$ cat src/rtl/sample_frame_scheduler_pkg.sv
`timescale 1ns/1ps
`default_nettype none
// +--------------------------------------------------------------------+
// | Module  : sample_frame_scheduler_pkg                               |
// | Purpose : Shared types and constants for the sample frame scheduler |
// | Rev     : 1.0  initial release                                     |
// +--------------------------------------------------------------------+
package sample_frame_scheduler_pkg;

  localparam int VOICE_ID_W = 8;
  localparam logic [VOICE_ID_W-1:0] LAST_SLOT = 8'hFF;
  localparam int SAMPLE_W = 16;

  typedef logic signed [SAMPLE_W-1:0] sample_t;

  typedef enum logic [1:0] {
    IDLE  = 2'd0,
    ISSUE = 2'd1,
    DRAIN = 2'd2,
    WAIT  = 2'd3
  } sched_state_t;

endpackage
`default_nettype wire

$ cat src/rtl/sample_frame_scheduler_fifo.sv
`timescale 1ns/1ps
`default_nettype none
// +--------------------------------------------------------------------+
// | Module  : sample_fifo                                              |
// | Purpose : Synchronous FIFO with registered head and overflow flag  |
// | Rev     : 1.0  initial release                                     |
// +--------------------------------------------------------------------+
module sample_fifo #(
  parameter int DEPTH = 4,
  parameter int WIDTH = 16
) (
  input  logic                     clk,
  input  logic                     rst,
  input  logic                     push,
  input  logic [WIDTH-1:0]         push_data,
  input  logic                     pop,
  output logic [WIDTH-1:0]         head,
  output logic                     full,
  output logic                     empty,
  output logic [$clog2(DEPTH):0]   count,
  output logic                     overflow
);
  localparam int AW = $clog2(DEPTH);
  localparam int CW = AW + 1;

  logic [WIDTH-1:0] mem [DEPTH];
  logic [AW-1:0]    rd_ptr;
  logic [AW-1:0]    wr_ptr;
  logic             do_pop;
  logic             do_push;

  assign full  = (count == CW'(DEPTH));
  assign empty = (count == '0);

  // A pop in the same cycle frees the slot a push into a full FIFO needs.
  always_comb begin
    do_pop   = pop && !empty;
    do_push  = push && (!full || do_pop);
    overflow = push && full && !do_pop;
  end

  always_ff @(posedge clk) begin
    if (do_push) mem[wr_ptr] <= push_data;
  end

  always_ff @(posedge clk) begin
    if (rst) begin
      rd_ptr <= '0;
      wr_ptr <= '0;
      count  <= '0;
      head   <= '0;
    end else begin
      if (do_push) wr_ptr <= wr_ptr + AW'(1);
      if (do_pop)  rd_ptr <= rd_ptr + AW'(1);
      if (do_push && !do_pop)      count <= count + CW'(1);
      else if (do_pop && !do_push) count <= count - CW'(1);
      // Head is kept registered; bypass the write when it lands at the front.
      if (do_pop) begin
        if (count > CW'(1)) head <= mem[rd_ptr + AW'(1)];
        else if (do_push)   head <= push_data;
      end else if (empty && do_push) begin
        head <= push_data;
      end
    end
  end

endmodule
`default_nettype wire

$ cat src/rtl/sample_frame_scheduler.sv
`timescale 1ns/1ps
`default_nettype none
// +--------------------------------------------------------------------+
// | Module  : sample_frame_scheduler                                   |
// | Purpose : Issues one operator-slot frame per sample period and     |
// |           buffers the finished sample for the DAC serializer       |
// | Rev     : 1.0  initial release                                     |
// +--------------------------------------------------------------------+
module sample_frame_scheduler
  import sample_frame_scheduler_pkg::*;
#(
  parameter int CLOCKS_PER_SAMPLE = 1024,
  parameter int NUM_SLOTS         = 256,
  parameter int DRAIN_TIMEOUT     = 32,
  parameter int FIFO_DEPTH        = 4
) (
  input  logic                         i_Clock,
  input  logic                         i_Reset,
  input  logic                         i_Enable,
  input  logic                         i_ClearFlags,
  output logic [VOICE_ID_W-1:0]        o_VoiceOperator,
  output logic                         o_SlotValid,
  input  logic                         i_SampleReady,
  input  logic signed [SAMPLE_W-1:0]   i_Sample,
  output logic signed [SAMPLE_W-1:0]   o_DacSample,
  output logic                         o_DacValid,
  input  logic                         i_DacReady,
  output logic                         o_FrameActive,
  output logic                         o_Overrun,
  output logic                         o_DrainTimeout,
  output logic                         o_FifoOverflow
);
  localparam int PW = $clog2(CLOCKS_PER_SAMPLE);
  localparam int DW = $clog2(DRAIN_TIMEOUT + 1);
  localparam int CW = $clog2(FIFO_DEPTH) + 1;
  localparam logic [PW-1:0]         PERIOD_LAST = PW'(CLOCKS_PER_SAMPLE - 1);
  localparam logic [VOICE_ID_W-1:0] SLOT_LAST   = VOICE_ID_W'(NUM_SLOTS - 1);
  localparam logic [DW-1:0]         DRAIN_LAST  = DW'(DRAIN_TIMEOUT - 1);

  sched_state_t          state;
  logic [PW-1:0]         period_cnt;
  logic [VOICE_ID_W-1:0] slot_cnt;
  logic [DW-1:0]         drain_cnt;
  logic                  counting;
  logic                  tick;
  logic                  push;
  logic                  pop;
  logic                  timeout_set;
  logic                  overrun_set;
  logic                  fifo_full;
  logic                  fifo_empty;
  logic                  fifo_overflow;
  logic                  fifo_full_unused;
  logic [CW-1:0]         fifo_count;
  logic [SAMPLE_W-1:0]   fifo_head;

  always_comb begin
    counting    = i_Enable || (state != IDLE);
    tick        = counting && (period_cnt == PERIOD_LAST);
    push        = (state == DRAIN) && i_SampleReady;
    timeout_set = (state == DRAIN) && !i_SampleReady && (drain_cnt == DRAIN_LAST);
    overrun_set = tick && ((state == ISSUE) || (state == DRAIN));
    pop         = i_DacReady && !fifo_empty;
  end

  always_ff @(posedge i_Clock) begin
    if (i_Reset || !counting || tick) period_cnt <= '0;
    else                              period_cnt <= period_cnt + PW'(1);
  end

  always_ff @(posedge i_Clock) begin
    if (i_Reset) begin
      state       <= IDLE;
      slot_cnt    <= '0;
      drain_cnt   <= '0;
      o_SlotValid <= 1'b0;
    end else begin
      case (state)
        IDLE: begin
          if (tick && i_Enable) begin
            state       <= ISSUE;
            o_SlotValid <= 1'b1;
          end
        end
        ISSUE: begin
          if (slot_cnt == SLOT_LAST) begin
            state       <= DRAIN;
            slot_cnt    <= '0;
            drain_cnt   <= '0;
            o_SlotValid <= 1'b0;
          end else begin
            slot_cnt <= slot_cnt + VOICE_ID_W'(1);
          end
        end
        DRAIN: begin
          if (push || timeout_set) state <= WAIT;
          else                     drain_cnt <= drain_cnt + DW'(1);
        end
        WAIT: begin
          // Enable is only consulted here, so a frame in flight always completes.
          if (tick) begin
            if (i_Enable) begin
              state       <= ISSUE;
              o_SlotValid <= 1'b1;
            end else begin
              state <= IDLE;
            end
          end
        end
        default: state <= IDLE;
      endcase
    end
  end

  always_ff @(posedge i_Clock) begin
    if (i_Reset) begin
      o_Overrun      <= 1'b0;
      o_DrainTimeout <= 1'b0;
      o_FifoOverflow <= 1'b0;
    end else begin
      if (overrun_set)       o_Overrun <= 1'b1;
      else if (i_ClearFlags) o_Overrun <= 1'b0;
      if (timeout_set)       o_DrainTimeout <= 1'b1;
      else if (i_ClearFlags) o_DrainTimeout <= 1'b0;
      if (fifo_overflow)     o_FifoOverflow <= 1'b1;
      else if (i_ClearFlags) o_FifoOverflow <= 1'b0;
    end
  end

  sample_fifo #(
    .DEPTH (FIFO_DEPTH),
    .WIDTH (SAMPLE_W)
  ) u_fifo (
    .clk       (i_Clock),
    .rst       (i_Reset),
    .push      (push),
    .push_data (i_Sample),
    .pop       (pop),
    .head      (fifo_head),
    .full      (fifo_full),
    .empty     (fifo_empty),
    .count     (fifo_count),
    .overflow  (fifo_overflow)
  );

  assign fifo_full_unused = fifo_full;
  assign o_VoiceOperator  = slot_cnt;
  assign o_DacSample      = fifo_head;
  assign o_DacValid       = (fifo_count != '0);
  assign o_FrameActive    = (state == ISSUE) || (state == DRAIN);

endmodule
`default_nettype wire
$ cat config.mk
export PLATFORM = sky130hd
export DESIGN_NAME = sample_frame_scheduler
export DESIGN_NICKNAME = d
export VERILOG_FILES = /design/src/rtl/sample_frame_scheduler_pkg.sv /design/src/rtl/sample_frame_scheduler_fifo.sv /design/src/rtl/sample_frame_scheduler.sv
export SDC_FILE = /design/constraint.sdc
export NUM_CORES = 1
export LEC_CHECK = 0
export ABC_AREA = 1
export CORE_MARGIN = 3
export CORE_UTILIZATION = 60
export DETAILED_ROUTE_END_ITERATION = 8
export MAX_ROUTING_LAYER = met4
export PLACE_DENSITY = 0.85
export SLEW_MARGIN = 15
export SYNTH_ARGS = -nofsm -noshare
export SYNTH_HDL_FRONTEND = slang
export SYNTH_SLANG_ARGS = --single-unit
$ cat constraint.sdc
create_clock -name i_Clock -period 3.8 [get_ports i_Clock]
set_input_delay 0.76 -clock i_Clock [delete_from_list [all_inputs] [get_ports i_Clock]]
set_output_delay 0.76 -clock i_Clock [all_outputs]
set_load 0.05 [all_outputs]
# After elaboration in Yosys (flattened, before gate mapping)
# Memory sizes are Yosys's and may differ from the RTL's.
# Cells that the tools add are included.
# word_totals
reg_bits	53
ram_bits	64
in_bits	22
output_inout_bits	30
word_cells	103
mem_count	1
# classes
n_addsub	7
n_lt_le_gt_ge	1
n_eq_ne	14
muxes	27
n_reduce_logical	41
# memory_table
name	depth	word_bits	rd	rd_clocked_by_memory_dff	wr	line	text
u_fifo.mem	4	16	1	0	1	sample_frame_scheduler_fifo.sv:26	logic [WIDTH-1:0] mem [DEPTH];
# op_table
operator	n
$mux W16	4
$logic_and A1 B1 Y1	14
$reduce_bool A2 Y1	7
$mux W6	2
$pmux W6 S2	1
$mux W1	11
$add A10 B1 Y10 const B	1
$eq A10 B10 Y1 const B	1
$add A8 B1 Y8 const B	1
$eq A8 B8 Y1 const B	1
$mux W2	4
$mux W8	1
$ne A2 B2 Y1 const B	4
$pmux W2 S4	1
$add A6 B1 Y6 const B	1
$eq A6 B5 Y1 const B	1
$logic_not A1 Y1	6
$logic_or A1 B1 Y1	6
$mux W3	2
$reduce_bool A3 Y1	2
$reduce_and A5 Y1	1
$add A2 B1 Y2 const B	2
$eq A2 B2 Y1 const B	2
$ne A2 B1 Y1 const B	2
other kinds (12)	12

# Longest topological paths before layout
# Gate-level depths: netlist (run 1).
# depth
ltp_word	10
depth_mapped	11
depth_no_buf	11

# By module
# A second synthesis (run 1) with hierarchy kept.
# unflattened
hier_cells	641
hier_area_um2	5600.4
# by_module_without_submodules
mod	instances	cells_per_inst	area_per_inst_um2	seq_area_each_um2
sample_fifo	1	437	4028.9	2382.3
sample_frame_scheduler	1	204	1571.5	600.6

# Worst setup path after synthesis (run 1)
# Ideal clock, no wire load.
# synth_timing
path_type	input-to-reg
startpoint	input i_DacReady
endpoint	memory u_fifo.mem[0][0], enable pin
setup_time_ps	389
arrival_time_ps	1888
t_required_ps	3411
setup_slack_ps	1524
cell_stages	6
n_path_buf	0
cell_sequence	inv_1 -> nand3_1 -> inv_1 -> nor2_1 -> inv_1 -> nor2_1
# synth_between
elab_chain_cells	6
# synth_rtl
item	line	text
from (decl)	sample_frame_scheduler.sv:27	input logic i_DacReady,
$logic_and A1 B1 Y1	sample_frame_scheduler.sv:63	pop = i_DacReady && !fifo_empty;
$logic_and A1 B1 Y1	sample_frame_scheduler_fifo.sv:37	do_pop = pop && !empty;
$logic_or A1 B1 Y1	sample_frame_scheduler_fifo.sv:38	do_push = push && (!full || do_pop);
$logic_and A1 B1 Y1	sample_frame_scheduler_fifo.sv:38	
net u_fifo.do_push	sample_frame_scheduler_fifo.sv:30	logic do_push;
$mux W1	sample_frame_scheduler_fifo.sv:43	if (do_push) mem[wr_ptr] <= push_data;
$mux W1 (not written as such)	sample_frame_scheduler_fifo.sv:43	
to (decl)	sample_frame_scheduler_fifo.sv:26	
# The timed path passes the listed nets, and every way through them passes these cells.

# Worst setup path in the final report (run 1)
# layout_timing
startpoint	register u_fifo.count[0]
endpoint	output o_DacValid
# layout_between
elab_chain_cells	1
# layout_rtl
item	line	text
from (decl)	sample_frame_scheduler_fifo.sv:20	output logic [$clog2(DEPTH):0] count,
from (signal assigned)	sample_frame_scheduler_fifo.sv:55	if (do_push && !do_pop) count <= count + CW'(1);
from (signal assigned)	sample_frame_scheduler_fifo.sv:56	else if (do_pop && !do_push) count <= count - CW'(1);
$reduce_bool A3 Y1	sample_frame_scheduler.sv:149	assign o_DacValid = (fifo_count != '0);
to (decl)	sample_frame_scheduler.sv:26	output logic o_DacValid,
# Every way passes these cells.

==> results of run 1 <==
worst max path at each step:
| stage | startpoint | endpoint | slack, ns | cells after the start |
|---|---|---|---|---|
| floorplan | i_DacReady | u_fifo.mem[0][0] | 1.52 | 6 |
| global placement | i_DacReady | u_fifo.mem[3][2] | 1.28 | 8 |
| CTS | u_fifo.count[0] | o_DacValid | 0.80 | 4 |
| finish | u_fifo.count[0] | o_DacValid | 0.81 | 4 |
| global route | state[1] | o_FrameActive | 0.73 | 3 |
| detailed placement | i_DacReady | u_fifo.mem[3][15] | 1.19 | 8 |
power groups by stage:
stage | Clock [mW] | Sequential (mW) | Combinational [mW]
after floorplan | 0 | 1.64 | 0.587
after global placement | 0 | 1.51 | 0.966
after detailed placement | 0 | 1.51 | 1.01
after CTS | 1.66 | 1.49 | 1.04
after global routing | 1.72 | 1.50 | 1.12
final | 1.65 | 1.49 | 1.04
per-layer routing:
metal	share of wire	vias to the layer above	GRT usage
met5	0	-	-
met1	0.37	1921	0.283
met2	0.53	177	0.467
li1	-	1917	-
met3	0.073	30	0.0743
met4	0.025	0	0.108
per-stage QoR:
step,setup WS (ns),hold WS (ns)
after floorplan,1.52,0.418
after global placement,1.28,0.431
after detailed placement,1.19,0.442
after CTS,0.803,0.454
after global routing,0.733,0.492
final,0.811,0.448
sequential cells by signal (all words and copies together) (netlist names):
register	cells
drain_cnt	6
o_DrainTimeout	1
o_FifoOverflow	1
o_Overrun	1
o_SlotValid	1
o_VoiceOperator	8
period_cnt	10
state	2
u_fifo.count	3
u_fifo.head	16
u_fifo.mem	64
u_fifo.rd_ptr	2
u_fifo.wr_ptr	2
kinds of logic after synthesis:
family	count (synthesis)
AOI/OAI and AO/OA	105
xor gates and xnor gates	11
adders and majority gates	18
buffers and inverters	70
DFF	117
and+or+nand+nor	221
worst max-delay path, delay by kind of cell, from the launching register on:
family                     cells  cell delay, ns
adders and majority gates      1            0.26
buffers and inverters          2            0.94
DFF                            1            0.41
and+or+nand+nor                1            0.11
final cells by class:
cell class | instances | area, µm² | share of cell area
clock buffers | 19 | 422 | 0.0664
clock inverters | 13 | 186 | 0.0294
inverters | 56 | 218 | 0.0343
multi-input cells | 355 | 1850 | 0.292
flip-flops and latches | 117 | 2980 | 0.470
well taps | 105 | 131 | 0.0207
repair buffers | 57 | 556 | 0.0875
placed cells by master, fill, tap and decap left out, types with 6 or more instances in the layout:
| cell type | instances |
|---|---|
| a21oi_1 | 30 |
| a21oi_2 | 8 |
| buf_4 | 6 |
| clkbuf_16 | 16 |
| clkdlybuf4s50_1 | 51 |
| clkinv_1 | 7 |
| dfxtp_1 | 53 |
| edfxtp_1 | 64 |
| ha_1 | 18 |
| inv_1 | 50 |
| nand2_1 | 133 |
| nand3_1 | 25 |
| nor2_1 | 42 |
| o21ai_0 | 48 |
| o21ai_1 | 11 |
| xor2_1 | 9 |
==> impl_metrics.csv, run 1 <==
group,metric,value,unit
power_and_ir_drop,switching_share,0.320,
critical_path,required,3.04,ns
die,die_h,98.5,µm
finish,nNetsFinal,644,
logic_synthesis,synthSimpleGateAreaFrac,0.183,
global_route,overflow,0,
logic_synthesis,synthCells,542,
power_and_ir_drop,seq_power_share,0.356,
finish,fin_util,0.768,
timing,fin_tns_setup,0,ns
power_and_ir_drop,p_switching,1.34,mW
worst_hold_path,holdPathEnd,"period_cnt[0]",
status,outcome,"completed",
route,first_pass_iters,5,
power_and_ir_drop,power_density,658,nW/µm²
power_and_ir_drop,power.total,4.18,mW
power_and_ir_drop,p_leak,2.42,nW
power_and_ir_drop,vdd_drop_max,0.548,mV
global_route,grt_pass1_vias,4166,
die,fp.dieW,98.5,µm
timing,slew_viol_final,0,
critical_path,end_kind,"primary output",
global_route,grt_max_degree,20,
logic_synthesis,synth_cell_type_count,37,
logic_synthesis,synth_warnings,0,
power_and_ir_drop,power.internal,2.84,mW
logic_synthesis,synth.area.mux_share,0,
critical_path,crit_arrival,2.23,ns
route,vias,4045,
clock_tree,cts_root_buf,"clkbuf_8",
clock_tree,cts_buffers,17,
clock_tree,path_clk_slew,0.05,ns
timing,slew_headroom,0.452,
route,antenna_left,0,
route,drt_iter0_drc,258,
route,drc,0,
finish,n_antenna_cell,0,
logic_synthesis,synth_edf_count,64,
logic_synthesis,synth-seq-area-share,0.581,
logic_synthesis,synthArstFlopShare,0,
logic_synthesis,yosys-top-cells-area,"edfxtp_1 (37%), dfxtp_1 (21%), nand2_1 (9.7%)",
critical_path,cp_max_fo,4,
timing,period_share,0.787,
timing,finalHoldViolations,0,
timing,rsz0062_at_grt,"no",
finish,drive_gt1_frac,0.0924,
clock_tree,cts.path.max_buffers,2,
timing,min_period,2.99,ns
die,initial_utilization,0.622,
critical_path,worst_r2r_endpoint,"u_fifo.head[6]",
place,gp_congestion,0.818,
critical_path,r2r_slack,1.59,ns
critical_path,r2r_cells,8,
critical_path,r2r-start,"u_fifo.rd_ptr[1]",
route,vias_per_cell,5.60,
finish,instances_no_fill,722,
critical_path,slowest_stage,"clkdlybuf4s50_1",
timing,setup_viol,0,
logic_synthesis,synth.largest_area_cell,"edfxtp_1",
timing,fmax,335,MHz
worst_hold_path,hp-class,"reg -> reg",
clock_tree,cts_tree,"done",
global_route,grt_pass1_wl,19500,µm
clock_tree,insertion_delay,0.51,ns
global_route,antenna_found_initial,0,
route,wl_per_cell,16.6,µm
job,maxCapViolCount,0,
finish,syn_to_final_growth,23.6,%
power_and_ir_drop,power_frac_clock,0.396,
logic_synthesis,yosysTopAreaCellShare,0.374,
die,ios,52,
timing,clock_skew,0.00944,ns
global_route,grt_use_total,0.267,
logic_synthesis,synth_top_family_by_area,"simple AND/OR/NAND/NOR gates",
logic_synthesis,avgSynthCellArea,9.47,µm²
logic_synthesis,syn-num-nets,582,
finish,stdcell_area,6350,µm²
clock_tree,cts_sinks,117,
critical_path,path_cells,"inv_1 > ha_1 > nand2_4 > clkdlybuf4s50_1",
logic_synthesis,synthFlopType,"edfxtp_1",
logic_synthesis,synth_fa_ha_area_frac,0.0439,
logic_synthesis,synth_commonest_cells,"nand2_1 (133), edfxtp_1 (64), dfxtp_1 (53)",
logic_synthesis,synthXorXnorAreaFrac,0.0188,
place,place_area,5740,µm²
logic_synthesis,synth-seq-cells,117,
logic_synthesis,yosysMostFrequentCell,"nand2_1",
critical_path,crit_path_start_kind,"flip-flop",
worst_hold_path,min_from,"period_cnt[0]",
timing,tightest_slew,0.821,ns
place,io_buffers,51,
die,core.rowCount,33,
route,wl,12000,µm
place,placedCellCount,690,
place,dpl.hpwl,7340,µm
clock_tree,cts-htree-levels,4,
clock_tree,cts_resized,0,
logic_synthesis,syn_area,5130,µm²
power_and_ir_drop,pwr-share-comb,0.248,
die,core_region_area,8260,µm²
worst_hold_path,min_path_cells,1,
die,fp.dieArea,9700,µm²
critical_path,slowest_delay,0.83,ns
logic_synthesis,synth_compound_area_frac,0.115,
critical_path,critical_path_class,"reg -> out",
clock_tree,cts_hold_buffers,0,
finish,n_fill_cell,524,
clock_tree,post-cts-setup-buffers,0,
No activity file was read; power rests on OpenSTA's default activity.
==> run 2: changes to the inputs <==
Settings changed: CORE_UTILIZATION 60 to 57, PLACE_DENSITY 0.85 to 0.81.
Clock period 3.8 ns to 3.1 ns, I/O delays scaled along.
==> run 2 against run 1 <==
  * Final cell count is 0.28% higher
  * Die area is 4.9% higher
  * Via count is 2.9% lower
  * Core utilization is 1.3 points lower
  * Sequential share of layout area is 0.34 points lower
  * Critical path depth stayed put
  * Clock skew is 0.0029 ns higher
  * First-iteration DRC count is 18% lower
  * Total power is 24% higher
  * Largest cell class unchanged
  * Highest routed layer unchanged
==> impl_metrics.csv, run 2 (same netlist as run 1, synthesis figures left out) <==
group,metric,value,unit
power_and_ir_drop,vdd_drop_max,0.529,mV
timing,fmax,352,MHz
global_route,grt_max_degree,20,
route,wl_per_cell,15.5,µm
clock_tree,cts_hold_buffers,0,
timing,clock_skew,0.0123,ns
die,core.rowCount,33,
status,outcome,"completed",
die,die_h,101,µm
power_and_ir_drop,power_frac_clock,0.406,
clock_tree,cts_sinks,117,
job,maxCapViolCount,0,
power_and_ir_drop,power_density,810,nW/µm²
finish,syn_to_final_growth,24.5,%
critical_path,crit_path_start_kind,"flip-flop",
critical_path,required,2.48,ns
timing,tightest_slew,0.716,ns
route,vias_per_cell,5.43,
global_route,antenna_found_initial,0,
critical_path,crit_arrival,2.22,ns
worst_hold_path,min_path_cells,1,
power_and_ir_drop,p_leak,2.45,nW
power_and_ir_drop,switching_share,0.311,
power_and_ir_drop,seq_power_share,0.352,
power_and_ir_drop,power.internal,3.57,mW
finish,regMostFlops,"u_fifo.mem",
die,core_region_area,8460,µm²
route,wl,11200,µm
die,fp.dieArea,10200,µm²
finish,drive_gt1_frac,0.102,
critical_path,cp_max_fo,4,
place,gp_congestion,0.907,
clock_tree,cts_resized,0,
route,drt_iter0_drc,211,
critical_path,slowest_stage,"clkdlybuf4s50_1",
timing,rsz0062_at_grt,"no",
clock_tree,post-cts-setup-buffers,0,
critical_path,path_cells,"inv_1 > ha_1 > nand2_4 > clkdlybuf4s50_1",
power_and_ir_drop,power.total,5.17,mW
place,dpl.hpwl,7030,µm
critical_path,critical_path_class,"reg -> out",
worst_hold_path,holdPathEnd,"period_cnt[0]",
power_and_ir_drop,pwr-share-comb,0.242,
timing,period_share,0.917,
clock_tree,cts_tree,"done",
timing,slew_headroom,0.522,
place,io_buffers,51,
finish,layout_common_cells,"nand2_1 (133), edfxtp_1 (64), dfxtp_1 (53)",
global_route,overflow,0,
timing,fin_tns_setup,0,ns
clock_tree,cts_root_buf,"clkbuf_8",
finish,largest_reg_flops,64,
timing,finalHoldViolations,0,
clock_tree,cts.path.max_buffers,2,
timing,min_period,2.84,ns
route,drc,0,
critical_path,end_kind,"primary output",
route,vias,3929,
clock_tree,insertion_delay,0.52,ns
finish,fin_util,0.755,
critical_path,worst_r2r_endpoint,"u_fifo.head[15]",
global_route,grt_pass1_vias,4127,
die,initial_utilization,0.607,
die,ios,52,
finish,n_antenna_cell,0,
clock_tree,path_clk_slew,0.05,ns
finish,final_common_cell,"nand2_1",
route,antenna_left,0,
critical_path,crit_buf_inv,2,
finish,top_regs,"u_fifo.mem (64), u_fifo.head (16), period_cnt (10)",
critical_path,crit_family,"buffers and inverters",
global_route,grt_pass1_wl,18900,µm
timing,slew_viol_final,0,
worst_hold_path,min_from,"period_cnt[0]",
critical_path,r2r-start,"state[0]",
die,fp.dieW,101,µm
critical_path,r2r_slack,0.93,ns
critical_path,worstSetupStartpoint,"u_fifo.count[0]",
critical_path,slowest_delay,0.81,ns
worst_hold_path,hp-class,"reg -> reg",
critical_path,r2r_cells,8,
global_route,grt_use_total,0.248,
finish,n_fill_cell,565,
clock_tree,cts_buffers,17,
power_and_ir_drop,p_switching,1.61,mW
timing,setup_viol,0,
clock_tree,cts-htree-levels,4,
finish,nNetsFinal,646,
route,first_pass_iters,5,
-- run 2: how the worst max path moves through the flow --
stage,cells past startpoint,slack [ns],endpoint
after global placement,8,0.75,u_fifo.mem[0][2]
after floorplan,7,0.90,u_fifo.mem[0][0]
after CTS,4,0.23,o_DacValid
after global routing,3,0.16,o_FrameActive
after detailed placement,10,0.67,u_fifo.count[2]
final,4,0.26,o_DacValid
-- run 2: through the flow --
stage / hold WS (ns) / instance area, µm² / setup slack [ns] / instances
2_1_floorplan: 0.418 / 5130 / 0.902 / 542
3_3_place_gp: 0.424 / 5750 / 0.750 / 692
3_5_place_dp: 0.443 / 5750 / 0.672 / 692
4_1_cts: 0.451 / 6390 / 0.230 / 724
5_1_grt: 0.468 / 6390 / 0.156 / 724
6_report: 0.448 / 6390 / 0.257 / 724
-- run 2: area by class of cell --
type | count | area, µm² | area share
multi-input combinational | 355 | 1850 | 0.289
timing repair buffer | 59 | 571 | 0.0893
clock inverter | 10 | 176 | 0.0276
sequential | 117 | 2980 | 0.467
inverter | 56 | 218 | 0.0341
tap | 105 | 131 | 0.0206
clock buffer | 22 | 463 | 0.0724
-- run 2: power groups by stage --
stage / logic, mW / clock network, mW / registers, mW
floorplan: 0.720 / 0 / 2.01
global placement: 1.21 / 0 / 1.84
detailed placement: 1.23 / 0 / 1.85
CTS: 1.26 / 2.12 / 1.82
global route: 1.36 / 2.19 / 1.83
finish: 1.25 / 2.10 / 1.82
-- run 2: per-layer routing --
layer | share of wire | GRT usage | vias up
li1 | - | - | 1928
met1 | 0.40 | 0.280 | 1845
met2 | 0.52 | 0.420 | 137
met3 | 0.060 | 0.0602 | 19
met4 | 0.015 | 0.103 | 0
met5 | 0 | - | -
==> run 3: changes to the inputs <==
Settings changed: CORE_UTILIZATION 57 to 50, PLACE_DENSITY 0.81 to 0.73.
==> run 3 against run 2 <==
  * Die area grew 13%
  * Fmax grew 1.0%
  * Clock power is essentially flat
  * Worst hold slack lost 0.0046 ns
  * Sequential cell count is the same
  * Critical path type unchanged
  * Global-route usage shrank 4.3 points
  * Critical path depth shrank 1
==> impl_metrics.csv, run 3 (same netlist as run 1, synthesis figures left out) <==
group,metric,value,unit
timing,min_period,2.81,ns
finish,layout_common_cells,"nand2_1 (133), edfxtp_1 (64), dfxtp_1 (53)",
critical_path,crit_arrival,2.19,ns
global_route,grt_use_total,0.205,
clock_tree,cts_root_buf,"clkbuf_8",
power_and_ir_drop,power_density,799,nW/µm²
timing,fmax,355,MHz
timing,fin_tns_setup,0,ns
timing,slew_viol_final,0,
critical_path,cp_max_fo,6,
critical_path,r2r_cells,8,
worst_hold_path,min_path_cells,1,
critical_path,path_cells,"inv_1 > ha_1 > clkdlybuf4s50_1",
critical_path,r2r_slack,0.92,ns
place,dpl.hpwl,7090,µm
route,drt_iter0_drc,197,
clock_tree,cts_resized,0,
timing,finalHoldViolations,0,
global_route,overflow,0,
route,vias,3883,
route,antenna_left,0,
die,fp.dieW,107,µm
place,place_area,5780,µm²
route,first_pass_iters,4,
critical_path,crit_path_start_kind,"flip-flop",
finish,top_regs,"u_fifo.mem (64), u_fifo.head (16), period_cnt (10)",
die,die_h,107,µm
clock_tree,cts_sinks,117,
timing,period_share,0.908,
global_route,antenna_found_initial,0,
critical_path,end_kind,"primary output",
clock_tree,path_clk_slew,0.05,ns
clock_tree,cts.path.max_buffers,2,
clock_tree,cts_tree,"done",
die,core_region_area,9860,µm²
die,ios,52,
die,fp.dieArea,11500,µm²
critical_path,r2r-start,"state[0]",
clock_tree,cts_hold_buffers,0,
timing,setup_viol,0,
finish,syn_to_final_growth,25.0,%
finish,largest_reg_flops,64,
route,vias_per_cell,5.17,
clock_tree,cts_buffers,17,
finish,stdcell_area,6420,µm²
clock_tree,cts-htree-levels,4,
power_and_ir_drop,p_leak,2.45,nW
place,gp_congestion,0.817,
job,maxCapViolCount,0,
finish,final_common_cell,"nand2_1",
worst_hold_path,holdPathEnd,"period_cnt[0]",
timing,slew_headroom,0.568,
power_and_ir_drop,power.total,5.13,mW
timing,rsz0062_at_grt,"no",
worst_hold_path,hp-class,"reg -> reg",
die,core.rowCount,36,
power_and_ir_drop,vdd_drop_max,0.369,mV
timing,clock_skew,0.00863,ns
route,wl,10800,µm
critical_path,slowest_delay,0.82,ns
worst_hold_path,min_from,"period_cnt[0]",
timing,tightest_slew,0.647,ns
critical_path,worst_r2r_endpoint,"u_fifo.head[1]",
critical_path,required,2.48,ns
finish,drive_gt1_frac,0.100,
global_route,grt_pass1_vias,3806,
status,outcome,"completed",
global_route,grt_pass1_wl,17800,µm
route,wl_per_cell,14.4,µm
clock_tree,post-cts-setup-buffers,0,
finish,nNetsFinal,645,
critical_path,critical_path_class,"reg -> out",
place,io_buffers,51,
die,initial_utilization,0.520,
critical_path,slowest_stage,"clkdlybuf4s50_1",
route,drc,0,
finish,n_antenna_cell,0,
global_route,grt_max_degree,20,
finish,regMostFlops,"u_fifo.mem",
clock_tree,insertion_delay,0.51,ns
finish,fin_util,0.651,
## run 3: cell types whose count changed in the layout (fill, tap and decap cells not counted)
cell | previous run | this run
buf_4 | 8 | 7
clkbuf_1 | 2 | 1
clkinv_1 | 3 | 4
clkinv_2 | 3 | 4
clkinvlp_4 | 1 | 0
## run 3: per-layer routing
metal | share of wire | vias up | GRT usage
met1 | 0.42 | 1820 | 0.232
met2 | 0.51 | 113 | 0.352
met5 | 0 | - | -
met4 | 0.022 | 0 | 0.0685
met3 | 0.054 | 25 | 0.0540
li1 | - | 1925 | -
## run 3: critical path, delay by kind of cell, from the launching register on
kind / cells / cell delay, ns
adder cells (fa/ha/maj): 1 / 0.34
flip-flops: 1 / 0.42
buffers and inverters: 2 / 0.94
## run 3: worst max path at each step
stage / end / startpoint / slack [ns] / cells past startpoint
final: o_FrameActive / state[1] / 0.29 / 3
after detailed placement: u_fifo.mem[0][13] / i_DacReady / 0.69 / 8
after global routing: o_FrameActive / state[1] / 0.21 / 3
after global placement: u_fifo.count[2] / i_DacReady / 0.73 / 10
after floorplan: u_fifo.mem[0][0] / u_fifo.count[0] / 0.90 / 7
after CTS: o_FrameActive / state[1] / 0.25 / 3
## run 3: metrics by stage
step / hold WS, ns / worst slack (ns) / instances
5_1_grt: 0.485 / 0.209 / 751
2_1_floorplan: 0.418 / 0.902 / 542
6_report: 0.444 / 0.286 / 751
3_3_place_gp: 0.428 / 0.732 / 719
4_1_cts: 0.449 / 0.251 / 751
3_5_place_dp: 0.437 / 0.688 / 719
## run 3: layout make-up
cell class | count | area [µm²]
Timing Repair Buffer | 58 | 563
Clock inverter | 11 | 178
Multi-Input combinational cell | 355 | 1850
Fill cell | 767 | 3450
Clock buffer | 21 | 459
Tap cell | 133 | 166
Sequential cell | 117 | 2980
Inverter | 56 | 218
## run 3: power breakdown
part	total [mW]	switching (mW)	internal, mW
clock network	2.08	0.639	1.44
registers	1.81	0.0840	1.73
logic	1.24	0.845	0.395
total	5.13	1.57	3.56
